<file path="src/rtl/fb_fill_writer.sv">
// Frame-buffer rectangle fill engine: writes one 12-bit colour over a clipped
// screen rectangle, row-major, one word per accepted memory cycle.
module fb_fill_writer #(
    parameter int SCREEN_WIDTH  = 640,
    parameter int SCREEN_HEIGHT = 480,
    parameter int ADDR_W        = 19,
    parameter int DATA_W        = 16
) (
    input  logic              clk,
    input  logic              rstn,
    input  logic              start,
    input  logic [9:0]        x0,
    input  logic [9:0]        y0,
    input  logic [9:0]        w,
    input  logic [9:0]        h,
    input  logic [11:0]       color,
    output logic              busy,
    output logic              done,
    output logic              mem_wr,
    output logic [ADDR_W-1:0] mem_addr,
    output logic [DATA_W-1:0] mem_wdata,
    input  logic              mem_ready
);

    // state  | meaning
    // IDLE   | waiting for start; inputs sampled here only
    // SETUP  | clip rectangle, form first row base and address
    // WRITE  | mem_wr asserted; advance on each accepted word
    // DONE   | one-cycle done pulse, then back to IDLE
    typedef enum logic [1:0] {
        S_IDLE,
        S_SETUP,
        S_WRITE,
        S_DONE
    } state_t;

    localparam logic [10:0]       SW11   = 11'(SCREEN_WIDTH);
    localparam logic [10:0]       SH11   = 11'(SCREEN_HEIGHT);
    localparam logic [ADDR_W-1:0] STRIDE = ADDR_W'(SCREEN_WIDTH);

    state_t            state;
    logic [9:0]        x0_q;
    logic [9:0]        y0_q;
    logic [9:0]        w_q;
    logic [9:0]        h_q;
    logic [11:0]       color_q;
    logic [10:0]       x_cur;
    logic [10:0]       y_cur;
    logic [10:0]       x_last;
    logic [10:0]       y_last;
    logic [ADDR_W-1:0] row_base;

    logic [10:0]       x_end_raw;
    logic [10:0]       y_end_raw;
    logic [10:0]       x_end;
    logic [10:0]       y_end;
    logic              rect_empty;
    logic [ADDR_W-1:0] row_base_init;
    logic [ADDR_W-1:0] addr_init;
    logic [ADDR_W-1:0] row_base_step;
    logic [ADDR_W-1:0] addr_next_row;

    // 11-bit sums cannot overflow for 10-bit operands
    always_comb begin
        x_end_raw     = {1'b0, x0_q} + {1'b0, w_q};
        y_end_raw     = {1'b0, y0_q} + {1'b0, h_q};
        x_end         = (x_end_raw > SW11) ? SW11 : x_end_raw;
        y_end         = (y_end_raw > SH11) ? SH11 : y_end_raw;
        rect_empty    = (w_q == 10'd0) || (h_q == 10'd0) ||
                        ({1'b0, x0_q} >= SW11) || ({1'b0, y0_q} >= SH11);
        row_base_init = ADDR_W'(y0_q) * STRIDE;
        addr_init     = row_base_init + ADDR_W'(x0_q);
        row_base_step = row_base + STRIDE;
        addr_next_row = row_base_step + ADDR_W'(x0_q);
    end

    always_ff @(posedge clk or negedge rstn) begin
        if (!rstn) begin
            state     <= S_IDLE;
            x0_q      <= '0;
            y0_q      <= '0;
            w_q       <= '0;
            h_q       <= '0;
            color_q   <= '0;
            x_cur     <= '0;
            y_cur     <= '0;
            x_last    <= '0;
            y_last    <= '0;
            row_base  <= '0;
            busy      <= 1'b0;
            done      <= 1'b0;
            mem_wr    <= 1'b0;
            mem_addr  <= '0;
            mem_wdata <= '0;
        end else begin
            done <= 1'b0;
            case (state)
                S_IDLE: begin
                    if (start) begin
                        x0_q    <= x0;
                        y0_q    <= y0;
                        w_q     <= w;
                        h_q     <= h;
                        color_q <= color;
                        busy    <= 1'b1;
                        state   <= S_SETUP;
                    end
                end
                S_SETUP: begin
                    if (rect_empty) begin
                        busy  <= 1'b0;
                        done  <= 1'b1;
                        state <= S_DONE;
                    end else begin
                        x_cur     <= {1'b0, x0_q};
                        y_cur     <= {1'b0, y0_q};
                        x_last    <= x_end - 11'd1;
                        y_last    <= y_end - 11'd1;
                        row_base  <= row_base_init;
                        mem_addr  <= addr_init;
                        mem_wdata <= {{(DATA_W-12){1'b0}}, color_q};
                        mem_wr    <= 1'b1;
                        state     <= S_WRITE;
                    end
                end
                S_WRITE: begin
                    // address and data hold while the arbiter stalls
                    if (mem_ready) begin
                        if (x_cur != x_last) begin
                            x_cur    <= x_cur + 11'd1;
                            mem_addr <= mem_addr + 1'b1;
                        end else if (y_cur != y_last) begin
                            x_cur    <= {1'b0, x0_q};
                            y_cur    <= y_cur + 11'd1;
                            row_base <= row_base_step;
                            mem_addr <= addr_next_row;
                        end else begin
                            mem_wr <= 1'b0;
                            busy   <= 1'b0;
                            done   <= 1'b1;
                            state  <= S_DONE;
                        end
                    end
                end
                S_DONE: begin
                    state <= S_IDLE;
                end
                default: begin
                    state <= S_IDLE;
                end
            endcase
        end
    end

endmodule
</file>
<file path="config.mk">
export PLATFORM = sky130hd
export DESIGN_NAME = fb_fill_writer
export DESIGN_NICKNAME = d
export VERILOG_FILES = /design/src/rtl/fb_fill_writer.sv
export SDC_FILE = /design/constraint.sdc
export NUM_CORES = 1
export LEC_CHECK = 0
export BUFFER_PORTS_ARGS = -buffer_cell sky130_fd_sc_hd__buf_4
export CAP_MARGIN = 20
export CORE_AREA = 4 4 131 133
export CTS_CLUSTER_SIZE = 14
export DETAILED_ROUTE_END_ITERATION = 12
export DIE_AREA = 0 0 135 137
export GPL_ROUTABILITY_DRIVEN = 0
export GPL_TIMING_DRIVEN = 0
export HOLD_SLACK_MARGIN = 0.02
export MAX_ROUTING_LAYER = met4
export PLACE_DENSITY = 0.78
export SYNTH_ARGS = -nofsm -noshare
export SYNTH_HDL_FRONTEND = slang
export SYNTH_SLANG_ARGS = --single-unit
</file>
<file path="constraint.sdc">
create_clock -name clk -period 4.1 [get_ports clk]
set_input_delay 0 -clock clk [delete_from_list [all_inputs] [get_ports clk]]
set_output_delay 0 -clock clk [all_outputs]
set_load 0.005 [all_outputs]
</file>
# == After elaboration in Yosys (flattened, before gate mapping) ==
# Cells that the tools add are included.
# classes
addsub,10
multipliers,1
n_lt_le_gt_ge,4
n_eq_ne,13
n_mux,41
bitwise_logic,1
reduce_logical,15
# op_table
operator,count
19-bit two-way mux,8
11-bit two-way mux,10
19-bit case mux with 2 select lines,2
11-bit case mux with 2 select lines,2
19-bit by 10-bit adder with 19-bit output,2
10-bit by 10-bit adder with 11-bit output,2
11-bit by 1-bit adder with 11-bit output (second input constant),2
11-bit != test,2
11-bit by 1-bit subtractor with 11-bit output (second input constant),2
10-bit zero test,2
19-bit by 1-bit adder with 19-bit output (second input constant),1
19-bit by 10-bit adder with 19-bit output (second input constant),1
2-bit != test (second input constant),7
10-bit by 3-bit multiplier with 12-bit output (second input constant),1
11-bit by 10-bit greater-than comparator with 1-bit output (second input constant),1
11-bit by 9-bit greater-than comparator with 1-bit output (second input constant),1
1-bit two-way mux,11
10-bit greater-or-equal comparator (second input constant),1
10-bit by 9-bit greater-or-equal comparator with 1-bit output (second input constant),1
5-bit AND reduction,2
2-bit two-way mux,4
2-bit case mux with 4 select lines,1
4-bit AND reduction,2
6-bit AND reduction,1
other kinds (11),16
# word_totals
reg_bits,151
input_bits,56
output_inout_bits,38
word_cells,101

# == Logic depth before layout (Yosys ltp) ==
# Gate-level depths: netlist (run 1).
# depth
word_depth,6
depth_mapped,18

# == Least setup slack after synthesis (run 1) ==
# Ideal clock, no wire load.
# synth_path
path_kind,register -> register
startpoint,register w_q[0]
endpoint,register x_last[4]
arrival_time_ns,3.182
t_required_ns,3.968
slack_ns,0.785
stages_incl_launch_ff,19
path_buffers,1
synth_period_minus_slack_ns,3.315
cell_sequence,dfrtp_1 -> ha_1 -> inv_1 -> fa_1 -> and2b_1 -> o2111ai_1 -> and2_1 -> o311ai_4 -> a21oi_1 -> o2bb2ai_1 -> buf_2 -> nand2b_1 -> ha_1 -> nand2_1 -> o311ai_0 -> a21oi_1 -> o211a_1 -> o21ai_0 -> o211ai_1
# synth_via
elab_chain_len,6
elab_cells_between_ends,10
classes_between,2 x add/sub; 1 x order compare; 1 x mux; 1 x bitwise; 5 x reduce/logical
# synth_lines
element,line,rtl
"start, declared",44,logic [9:0] w_q;
"start signal, assigned",102,w_q <= w;
branches (longest 6 deep; another with 10-bit by 10-bit adder with 11-bit output),-,
"end signal, assigned",117,x_last <= x_end - 11'd1;
"end, declared",49,logic [10:0] x_last;
# Several ways; the timed one is not identified.
# A chain may end at the register's enable or synchronous reset.

# == Final worst setup path (run 1) ==
# layout_path
startpoint,register x0_q[0]
endpoint,register x_last[4]
# layout_via
elab_chain_len,5
elab_cells_between_ends,9
classes_between,2 x add/sub; 2 x order compare; 1 x mux; 1 x bitwise; 3 x reduce/logical
# layout_lines
element,line,rtl
"start, declared",42,logic [9:0] x0_q;
"start signal, assigned",80,x0_q <= '0;
"start signal, assigned",100,x0_q <= x0;
branches (longest 5 deep; another with 10-bit by 10-bit adder with 11-bit output),-,
# Several ways; the timed one is not identified.

==> run_results.csv, run 1 <==
group,metric,value,unit
run_status,status,"complete, no violations",
clock_network,clk_latency,440,ps
critical_path,reg2reg_slack,250,ps
clock_network,cts.reportedPaths.clkPinSlew,70,ps
placed_design,dp_hpwl,18000,um
critical_path,path_class,"reg -> reg",
global_route,grt_use_total,0.298,
drt,routed_wl,25900,um
floorplanning,die-area,18500,um2
critical_path,r2r_cells,18,
logic_synthesis,ys.warnings.count,0,
job,cap_violations,0,
critical_path,r2r_start,"x0_q[0]",
drt,routed-via-count,8411,
global_route,grt_pass1_wl,42400,um
floorplanning,dieWidth,135,um
worst_hold_path,hold_path_class,"in -> async",
sta,finalSetupViolCount,0,
sta,slew_viol_final,0,
logic_synthesis,netlist_area,9440,um2
drt,wire_per_inst,18.2,um
global_route,grt_pass1_vias,8509,
clock_network,cts_tree,"built",
logic_synthesis,ys_types,76,
finish,n_fill_cell,1135,
finish,areaGrowthSynthToFinish,22.4,%
critical_path,startpoint_type,"register",
global_route,antenna_found_initial,0,
critical_path,worstPathRequired,4410,ps
finish,nets,1309,
logic_synthesis,syn_area_per_cell,9.16,um2
global_route,grt_overflow,0,
sta,relSlewSlack,0.469,
logic_synthesis,synth_edf_count,0,
critical_path,arrival,4150,ps
floorplanning,coreArea,15800,um2
sta,clock.fmax,0.260,GHz
clock_network,clock-root-buffer,"clkbuf_16",
floorplanning,io_pins,94,
drt,routed_via_density,5.90,
clock_network,cts_inserted_buffers,17,
logic_synthesis,ys_ff_latch,144,
floorplanning,placementRows,46,
logic_synthesis,synthFlopType,"dfrtp_1",
drt,ant_nets,0,
critical_path,r2r_end,"x_last[4]",
sta,period_needed,3850,ps
finish,drive_above_1_share,0.182,
clock_network,clockBufferDepth,2,
logic_synthesis,async_flop_share,1.00,
clock_network,clkSinkCount,144,
finish,num_antenna_cells,0,
placed_design,io_buffers,89,
clock_network,cts_max_level,4,
floorplanning,die_h,137,um
global_route,grt_max_degree,101,
critical_path,cp-end-kind,"register",
drt,drtIter0Drc,623,
sta,fin_skew,10.1,ps
sta,fin_crit_sh,0.938,
critical_path,crit_path_max_fanout,10,
floorplanning,start_util,0.596,
drt,drcViolationCount,0,
drt,dr.pass1.iters,5,
logic_synthesis,netlist_instances,1030,
sta,hold_viol,0,
logic_synthesis,ys_seq_area_frac,0.382,
sta,hold_slack,58.4,ps
sta,max_slew.worst_pin.slew,794,ps
## cells in the mapped netlist (15+ instances only)
cell type  instances  share of area
a21oi_1           64          0.034
nor3_1            25          0.013
buf_2             15         0.0080
clkbuf_1          18         0.0072
mux2_2            57          0.068
inv_1             38          0.015
a31oi_1           17          0.011
ha_1              53          0.070
dfrtp_1          144           0.38
nand4_1           17          0.011
o21ai_0           64          0.034
nand3_1           32          0.017
nor2_1            84          0.033
xnor2_1           42          0.039
nand2_1          124          0.049
xor2_1            37          0.034
## flip-flops by register name, summed over array words and instances (netlist names), 11 cells and up
signal / cells
color_q: 12
mem_addr: 19
mem_wdata: 12
row_base: 12
x_cur: 11
x_last: 11
y_cur: 11
y_last: 11
## cells in the final DEF (no fill, tap or decap), types with 7 or more instances in the layout
master / n
buf_1: 8
nor4_1: 8
o22ai_1: 7
nor3_1: 25
o21ai_0: 63
dlygate4sd3_1: 53
a22oi_1: 7
inv_6: 8
nor2b_1: 8
clkbuf_16: 17
a31oi_1: 17
and3_1: 13
ha_1: 53
nand4_1: 17
buf_2: 14
inv_1: 38
a21o_1: 12
mux2_2: 57
nand3_1: 32
buf_4: 94
nor2_1: 84
clkbuf_1: 18
xnor2_1: 42
a21oi_1: 63
dfrtp_1: 144
nand2_1: 124
xor2_1: 37
## cells by family after synthesis
family	after synthesis	synth area share
multiplexers	63	0.0744
other	1	0.000397
AND/OR/NAND/NOR	358	0.182
buffers and inverters	84	0.0374
adder cells (fa/ha/maj)	57	0.0788
AO/OA/AOI/OAI	243	0.170
flip-flops	144	0.382
XOR/XNOR	80	0.0751
## worst max-delay path: stages, from the launching register on
cell and delay, ps:
dfrtp_1 420, ha_1 200, inv_1 50, fa_1 390
and2b_1 260, o2111ai_1 200, and2_1 250, o311ai_4 340
a21oi_1 80, o2bb2ai_1 150, clkbuf_4 200, nand2b_1 80
ha_1 240, nand2_1 170, o311ai_1 330, a21oi_2 80
o211a_1 110, o21ai_0 70, o211ai_1 110
## worst max path at each step
stage	start	depth (start not counted)	slack, ps	to
3_5_place_dp	x0_q[0]	18	280	x_last[4]
3_3_place_gp	x0_q[0]	18	330	x_last[4]
2_1_floorplan	w_q[0]	18	790	x_last[4]
6_report	x0_q[0]	18	250	x_last[4]
4_1_cts	x0_q[0]	18	260	x_last[4]
5_1_grt	x0_q[0]	18	-10	x_last[4]
## routing by layer
layer / wire, um / global-route usage / vias to the layer above / share of wire
met5: 0 / - / - / 0
met4: 555 / 0.0963 / 0 / 0.021
met2: 12900 / 0.506 / 284 / 0.50
met3: 1700 / 0.0658 / 48 / 0.066
met1: 10800 / 0.355 / 4067 / 0.42
li1: - / - / 4012 / -
## stage by stage
step / cells / setup WS, ps / cell area, um2 / util / TNS, ps
after floorplan: 1033 / 785 / 9450 / - / 0
after global placement: 1338 / 327 / 10400 / 0.656 / 0
after detailed placement: 1339 / 285 / 10400 / 0.658 / 0
after CTS: 1424 / 256 / 11500 / 0.729 / 0
after global routing: 1425 / -9.53 / 11500 / 0.730 / -9.53
final: 1425 / 253 / 11500 / 0.730 / 0
## repair_timing
item | in CTS | in global routing
setup buffers | 0 | 1
setup endpoints to repair | 0 | 1
hold buffers | 53 | 0
resized for setup | 0 | 4
endpoints found under the hold margin | 153 | 0
## area by class of cell
| class | instances | area (um2) | share of cell area |
|---|---|---|---|
| Buffer | 46 | 213 | 0.0184 |
| Timing Repair Buffer | 144 | 1240 | 0.107 |
| Inverter | 38 | 143 | 0.0124 |
| Tap cell | 216 | 270 | 0.0234 |
| Clock buffer | 17 | 425 | 0.0368 |
| Clock inverter | 15 | 163 | 0.0141 |
| Sequential cell | 144 | 3600 | 0.312 |
| Multi-Input combinational cell | 805 | 5490 | 0.476 |
Power of run 1 is not shown: default switching activity piles up to over one toggle a cycle in this logic, so the estimate is an artifact.
==> inputs of run 2 (changes only) <==
--- a/config.mk
+++ b/config.mk
@@ -7,15 +7,15 @@
 export LEC_CHECK = 0
 export BUFFER_PORTS_ARGS = -buffer_cell sky130_fd_sc_hd__buf_4
 export CAP_MARGIN = 20
-export CORE_AREA = 4 4 131 133
+export CORE_AREA = 4 4 200 202
 export CTS_CLUSTER_SIZE = 14
 export DETAILED_ROUTE_END_ITERATION = 12
-export DIE_AREA = 0 0 135 137
+export DIE_AREA = 0 0 204 206
 export GPL_ROUTABILITY_DRIVEN = 0
 export GPL_TIMING_DRIVEN = 0
 export HOLD_SLACK_MARGIN = 0.02
 export MAX_ROUTING_LAYER = met4
-export PLACE_DENSITY = 0.78
+export PLACE_DENSITY = 0.38
 export SYNTH_ARGS = -nofsm -noshare
 export SYNTH_HDL_FRONTEND = slang
 export SYNTH_SLANG_ARGS = --single-unit
==> run 2 against run 1 <==
  * Highest routed layer unchanged
  * First-iteration DRC count decreased by 20%
  * Worst setup slack improved by 90 ps
  * Design area increased by 3.6%
  * Worst hold slack improved by 18 ps
  * Clock-buffer cell count increased by 3
  * Fmax increased by 2.4%
  * Non-clock buffer count increased by 1
==> run_results.csv, run 2 (synthesis results as in run 1) <==
group,metric,value,unit
run_status,status,"complete, no violations",
worst_hold_path,hold_path_class,"in -> async",
finish,areaGrowthSynthToFinish,26.8,%
finish,drive_above_1_share,0.184,
placed_design,placed_cells,1641,
floorplanning,die-area,42000,um2
finish,final_common_cell,"dfrtp_1",
global_route,grt_pass1_vias,8205,
sta,max_slew.worst_pin.slew,874,ps
clock_network,clock-root-buffer,"clkbuf_16",
finish,nets,1310,
sta,layout_setup_ws,343,ps
sta,clock.fmax,0.266,GHz
drt,ant_nets,0,
placed_design,dp_hpwl,22300,um
finish,final_cell_mix,"dfrtp_1 (144), nand2_1 (123), buf_4 (95)",
finish,largest_reg_flops,19,
drt,drtIter0Drc,496,
critical_path,path_class,"reg -> reg",
finish,num_antenna_cells,0,
sta,slew_viol_final,0,
clock_network,clk_latency,440,ps
drt,routed_wl,29500,um
placed_design,io_buffers,89,
pwr,p_int,0.00631,W
global_route,grt_pass1_wl,47700,um
clock_network,cts_tree,"built",
drt,routed_via_density,4.65,
clock_network,cts.reportedPaths.clkPinSlew,60,ps
drt,routed-via-count,8028,
critical_path,crit_path_max_fanout,10,
sta,finalSetupViolCount,0,
placed_design,dp_slack,109,ps
pwr,p_clk_frac,0.135,
finish,top_register,"mem_addr",
global_route,antenna_found_initial,1,
floorplanning,die_h,206,um
finish,final_core_util,0.312,
finish,n_fill_cell,4060,
sta,period_needed,3760,ps
pwr,pwr-share-comb,0.620,
floorplanning,start_util,0.246,
pwr,p_switching,0.00586,W
critical_path,startpoint_type,"register",
drt,drcViolationCount,0,
sta,tns,0,ps
floorplanning,coreArea,38300,um2
sta,grt_setup_unrepaired,"no",
clock_network,clockBufferDepth,2,
pwr,p_per_area,1020,nW/um2
clock_network,cts_max_level,4,
pwr,ir_drop,367,uV
sta,hold_viol,0,
global_route,grt_overflow,0,
global_route,grt_max_degree,92,
clock_network,cts_inserted_buffers,17,
floorplanning,io_pins,94,
sta,fin_skew,10.3,ps
sta,hold_slack,76.4,ps
critical_path,arrival,4060,ps
floorplanning,dieWidth,204,um
pwr,leakagePower,5.18,nW
drt,dr.pass1.iters,4,
floorplanning,placementRows,72,
job,cap_violations,0,
drt,wire_per_inst,17.1,um
sta,relSlewSlack,0.415,
pwr,swShare,0.482,
clock_network,clkSinkCount,144,
critical_path,cp-end-kind,"register",
sta,fin_crit_sh,0.916,
pwr,seqPwrFrac,0.245,
finish,post_layout_nonfiller_instances,1726,
global_route,grt_use_total,0.150,
critical_path,worstPathRequired,4400,ps
==> run 2: final cells by class <==
cell class,count,area [um2],area share
multi-input cells,805,5510,0.461
flip-flops and latches,144,3600,0.301
repair buffers,145,1250,0.104
well taps,518,648,0.0542
clock buffers,20,457,0.0382
plain buffers,46,213,0.0178
inverters,38,143,0.0119
clock inverters,10,136,0.0114
==> run 2: routing by layer <==
| metal | global-route usage | wire (um) | part of all wire | vias to the layer above |
|---|---|---|---|---|
| met1 | 0.204 | 14500 | 0.49 | 3852 |
| met5 | - | 0 | 0 | - |
| li1 | - | - | - | 4034 |
| met3 | 0.0259 | 1010 | 0.034 | 19 |
| met4 | 0.0328 | 318 | 0.011 | 0 |
| met2 | 0.235 | 13700 | 0.46 | 123 |
==> run 2: power by group through the flow <==
| stage | Combinational (W) | Clock, W | Sequential (W) |
|---|---|---|---|
| after floorplan | 0.00555 | 0 | 0.00266 |
| after global placement | 0.00748 | 0 | 0.00302 |
| after detailed placement | 0.00747 | 0 | 0.00302 |
| after CTS | 0.00757 | 0.00169 | 0.00300 |
| after global routing | 0.00860 | 0.00175 | 0.00310 |
| final | 0.00756 | 0.00164 | 0.00298 |
==> run 2: worst max-delay path, stage by stage (launching register included) <==
cell and delay [ps]:
dfrtp_1 530, ha_1 290, fa_1 410, a21o_1 200, a221oi_2 370, o21bai_1 100, a21o_1 210, or2_1 260
a41oi_4 400, nand2_1 110, ha_1 260, nand3_1 130, nor2_1 70, xnor2_1 170, a31oi_1 100
==> run 2: worst paths after layout <==
path / from / slack, ps / cells past startpoint / endpoint
setup / recovery: y0_q[0] / 340 / 14 / y_last[6]
hold / removal: rstn / 80 / 2 / row_base[17]
setup reg to reg: y0_q[0] / 340 / 14 / y_last[6]
hold reg to reg: color_q[10] / 460 / 2 / mem_wdata[10]
max in group asynchronous: rstn / 3210 / 3 / w_q[3]
min in group clk: start / 100 / 4 / busy
==> run 2: timing repair <==
item / CTS / global route
setup endpoints to repair: 0 / 5
hold buffers: 53 / 0
resized for setup: 0 / 8
hold endpoints to repair: 196 / 0
setup buffers: 0 / 2
==> run 2: through the flow <==
stage	power (W)	area, um2
after global routing	0.0134	12000
final	0.0122	12000
after CTS	0.0123	11900
after global placement	0.0105	10800
after detailed placement	0.0105	10800
after floorplan	0.00821	9450
(Power assumes the default switching activity.)
==> inputs of run 3 (changes only) <==
--- a/config.mk
+++ b/config.mk
@@ -7,13 +7,13 @@
 export LEC_CHECK = 0
 export BUFFER_PORTS_ARGS = -buffer_cell sky130_fd_sc_hd__buf_4
 export CAP_MARGIN = 20
-export CORE_AREA = 4 4 200 202
+export CORE_AREA = 2 2 198 200
 export CTS_CLUSTER_SIZE = 14
 export DETAILED_ROUTE_END_ITERATION = 12
-export DIE_AREA = 0 0 204 206
+export DIE_AREA = 0 0 200 202
 export GPL_ROUTABILITY_DRIVEN = 0
 export GPL_TIMING_DRIVEN = 0
-export HOLD_SLACK_MARGIN = 0.02
+export HOLD_SLACK_MARGIN = 0.08
 export MAX_ROUTING_LAYER = met4
 export PLACE_DENSITY = 0.38
 export SYNTH_ARGS = -nofsm -noshare
==> run 3 against run 2 <==
  * First-iteration DRC count is 21% lower
  * Combinational power hardly changed
  * Register-to-register slack worse by 50 ps
  * Via count hardly changed
  * Power is 0.17% lower
  * Non-clock buffer count is 2 higher
  * Routed wire length is 0.88% higher
  * Sequential power hardly changed
  * Design area is 0.25% higher
  * Global-route usage is 0.74 points higher
  * Sequential cell count stayed put
  * Sequential share of layout area is 0.076 points lower
  * Largest power group unchanged
==> run_results.csv, run 3 (synthesis results as in run 1) <==
group,metric,value,unit
critical_path,crit_start,"x0_q[5]",
critical_path,path_cells,"ha_1, buf_2, nand3_1, a21boi_0, and2_1, o211ai_1, and2_1, o2bb2ai_1, buf_4, nand2b_1, ha_1, nand2_1, o311ai_0, a21oi_1, o211a_1, o21ai_0, o211ai_1",
clock_network,cts_tree,"built",
critical_path,worstPathRequired,4450,ps
clock_network,clkSinkCount,144,
sta,period_needed,3810,ps
finish,final_common_cell,"dfrtp_1",
pwr,p_per_area,1010,nW/um2
critical_path,r2r_cells,17,
worst_hold_path,hold_path_class,"in -> reg",
placed_design,io_buffers,89,
global_route,grt_pass1_wl,47100,um
drt,ant_nets,0,
drt,routed_wl,29800,um
finish,nets,1312,
finish,n_fill_cell,4055,
critical_path,slowest_delay,470,ps
pwr,report.power.total,0.0122,W
critical_path,r2r_end,"x_last[4]",
run_status,status,"complete, no violations",
pwr,leakagePower,5.19,nW
pwr,p_clk_frac,0.134,
pwr,ir_drop,390,uV
global_route,grt_max_degree,103,
drt,routed_via_density,4.65,
sta,fin_crit_sh,0.929,
global_route,met2_usage,0.247,
global_route,grt_use_met3,0.0247,
global_route,grt.busiest_layer,"met2",
sta,finalSetupViolCount,0,
global_route,gr-usage-met1,0.212,
worst_hold_path,holdPathEnd,"busy",
floorplanning,dieWidth,200,um
critical_path,crit_path_max_fanout,10,
worst_hold_path,min_path_cells,4,
sta,hold_viol,0,
finish,largest_reg_flops,19,
floorplanning,io_pins,94,
drt,wire_per_inst,17.2,um
pwr,swShare,0.484,
finish,regArea,3600,um2
clock_network,cts_max_level,4,
job,cap_violations,0,
critical_path,r2r_start,"x0_q[5]",
drt,dr.pass1.iters,5,
sta,clock.fmax,0.263,GHz
critical_path,path_class,"reg -> reg",
clock_network,cts.reportedPaths.clkPinSlew,70,ps
pwr,p_int,0.00627,W
floorplanning,placementRows,72,
finish,top_register,"mem_addr",
drt,drtIter0Drc,393,
sta,relSlewSlack,0.384,
floorplanning,start_util,0.246,
critical_path,arrival,4160,ps
critical_path,reg2reg_slack,290,ps
floorplanning,die_h,202,um
critical_path,cp-end-kind,"register",
pwr,seqPwrFrac,0.245,
floorplanning,die-area,40400,um2
sta,tns,0,ps
finish,areaGrowthSynthToFinish,27.1,%
floorplanning,coreArea,38300,um2
finish,multi_input_area,5510,um2
sta,slew_viol_final,0,
drt,drcViolationCount,0,
clock_network,clock-root-buffer,"clkbuf_16",
pwr,p_switching,0.00589,W
global_route,grt_pass1_vias,8145,
sta,hold_slack,125,ps
finish,final_cell_mix,"dfrtp_1 (144), nand2_1 (124), buf_4 (95)",
global_route,grt_use_total,0.157,
clock_network,cts_inserted_buffers,17,
placed_design,dp_hpwl,22200,um
pwr,pwr-share-comb,0.620,
finish,num_antenna_cells,0,
worst_hold_path,min-delay-start,"start",
clock_network,clk_latency,440,ps
drt,routed-via-count,8036,
critical_path,cp_slowest_cell,"dfrtp_1",
finish,final_core_util,0.313,
critical_path,startpoint_type,"register",
finish,drive_above_1_share,0.181,
global_route,grt_overflow,0,
sta,grt_setup_unrepaired,"no",
sta,max_slew.worst_pin.slew,920,ps
clock_network,clockBufferDepth,2,
sta,fin_skew,10.8,ps
global_route,antenna_found_initial,0,
[run 3: cell count changes in the layout (fill, tap and decap cells not counted), sizes merged]
cell,delta
inv,-1
clkinv,-1
clkinvlp,+2
buf,+1
dlygate4sd3,+2
[run 3: worst max-delay path by stage]
stage / end
2_1_floorplan: x_last[4]
3_3_place_gp: x_last[4]
3_5_place_dp: x_last[4]
4_1_cts: x_last[4]
5_1_grt: x_last[4]
6_report: x_last[4]
[run 3: area by class of cell]
type | count | area share
Buffer | 46 | 0.0177
Clock buffer | 21 | 0.0376
Clock inverter | 10 | 0.0115
Inverter | 38 | 0.0119
Multi-Input combinational cell | 805 | 0.459
Sequential cell | 144 | 0.300
Tap cell | 518 | 0.0540
Timing Repair Buffer | 147 | 0.107
[run 3: through the flow]
step,setup slack [ps],area [um2],std cells
6_report,292,12000,1729
5_1_grt,11.9,12000,1729
4_1_cts,109,11900,1727
3_5_place_dp,157,10800,1641
3_3_place_gp,178,10800,1640
2_1_floorplan,785,9450,1033
[run 3: layer usage]
layer,vias to the layer above,share of wire
li1,4023,-
met1,3859,0.49
met2,137,0.46
met3,17,0.034
met4,0,0.012
met5,-,0
[run 3: what timing repair did]
action | 4_1_cts | 5_1_grt
hold buffers | 55 | 0
hold endpoints to repair | 196 | 0
resized for setup | 0 | 6
buffers inserted | 0 | 1
setup endpoints to repair | 0 | 3
[run 3: critical path, delay by kind of cell, from the launching register on]
family	cells	cell delay (ps)
adder cells (fa/ha/maj)	2	560
flip-flops	1	470
buffers and inverters	2	380
AO/OA/AOI/OAI	8	1480
AND/OR/NAND/NOR	5	830
[run 3: power groups by stage]
stage	combinational, W	sequential, W	clock (W)
after floorplan	0.00555	0.00266	0
after global placement	0.00745	0.00301	0
after detailed placement	0.00746	0.00302	0
after CTS	0.00756	0.00299	0.00168
after global routing	0.00847	0.00310	0.00175
final	0.00754	0.00298	0.00163
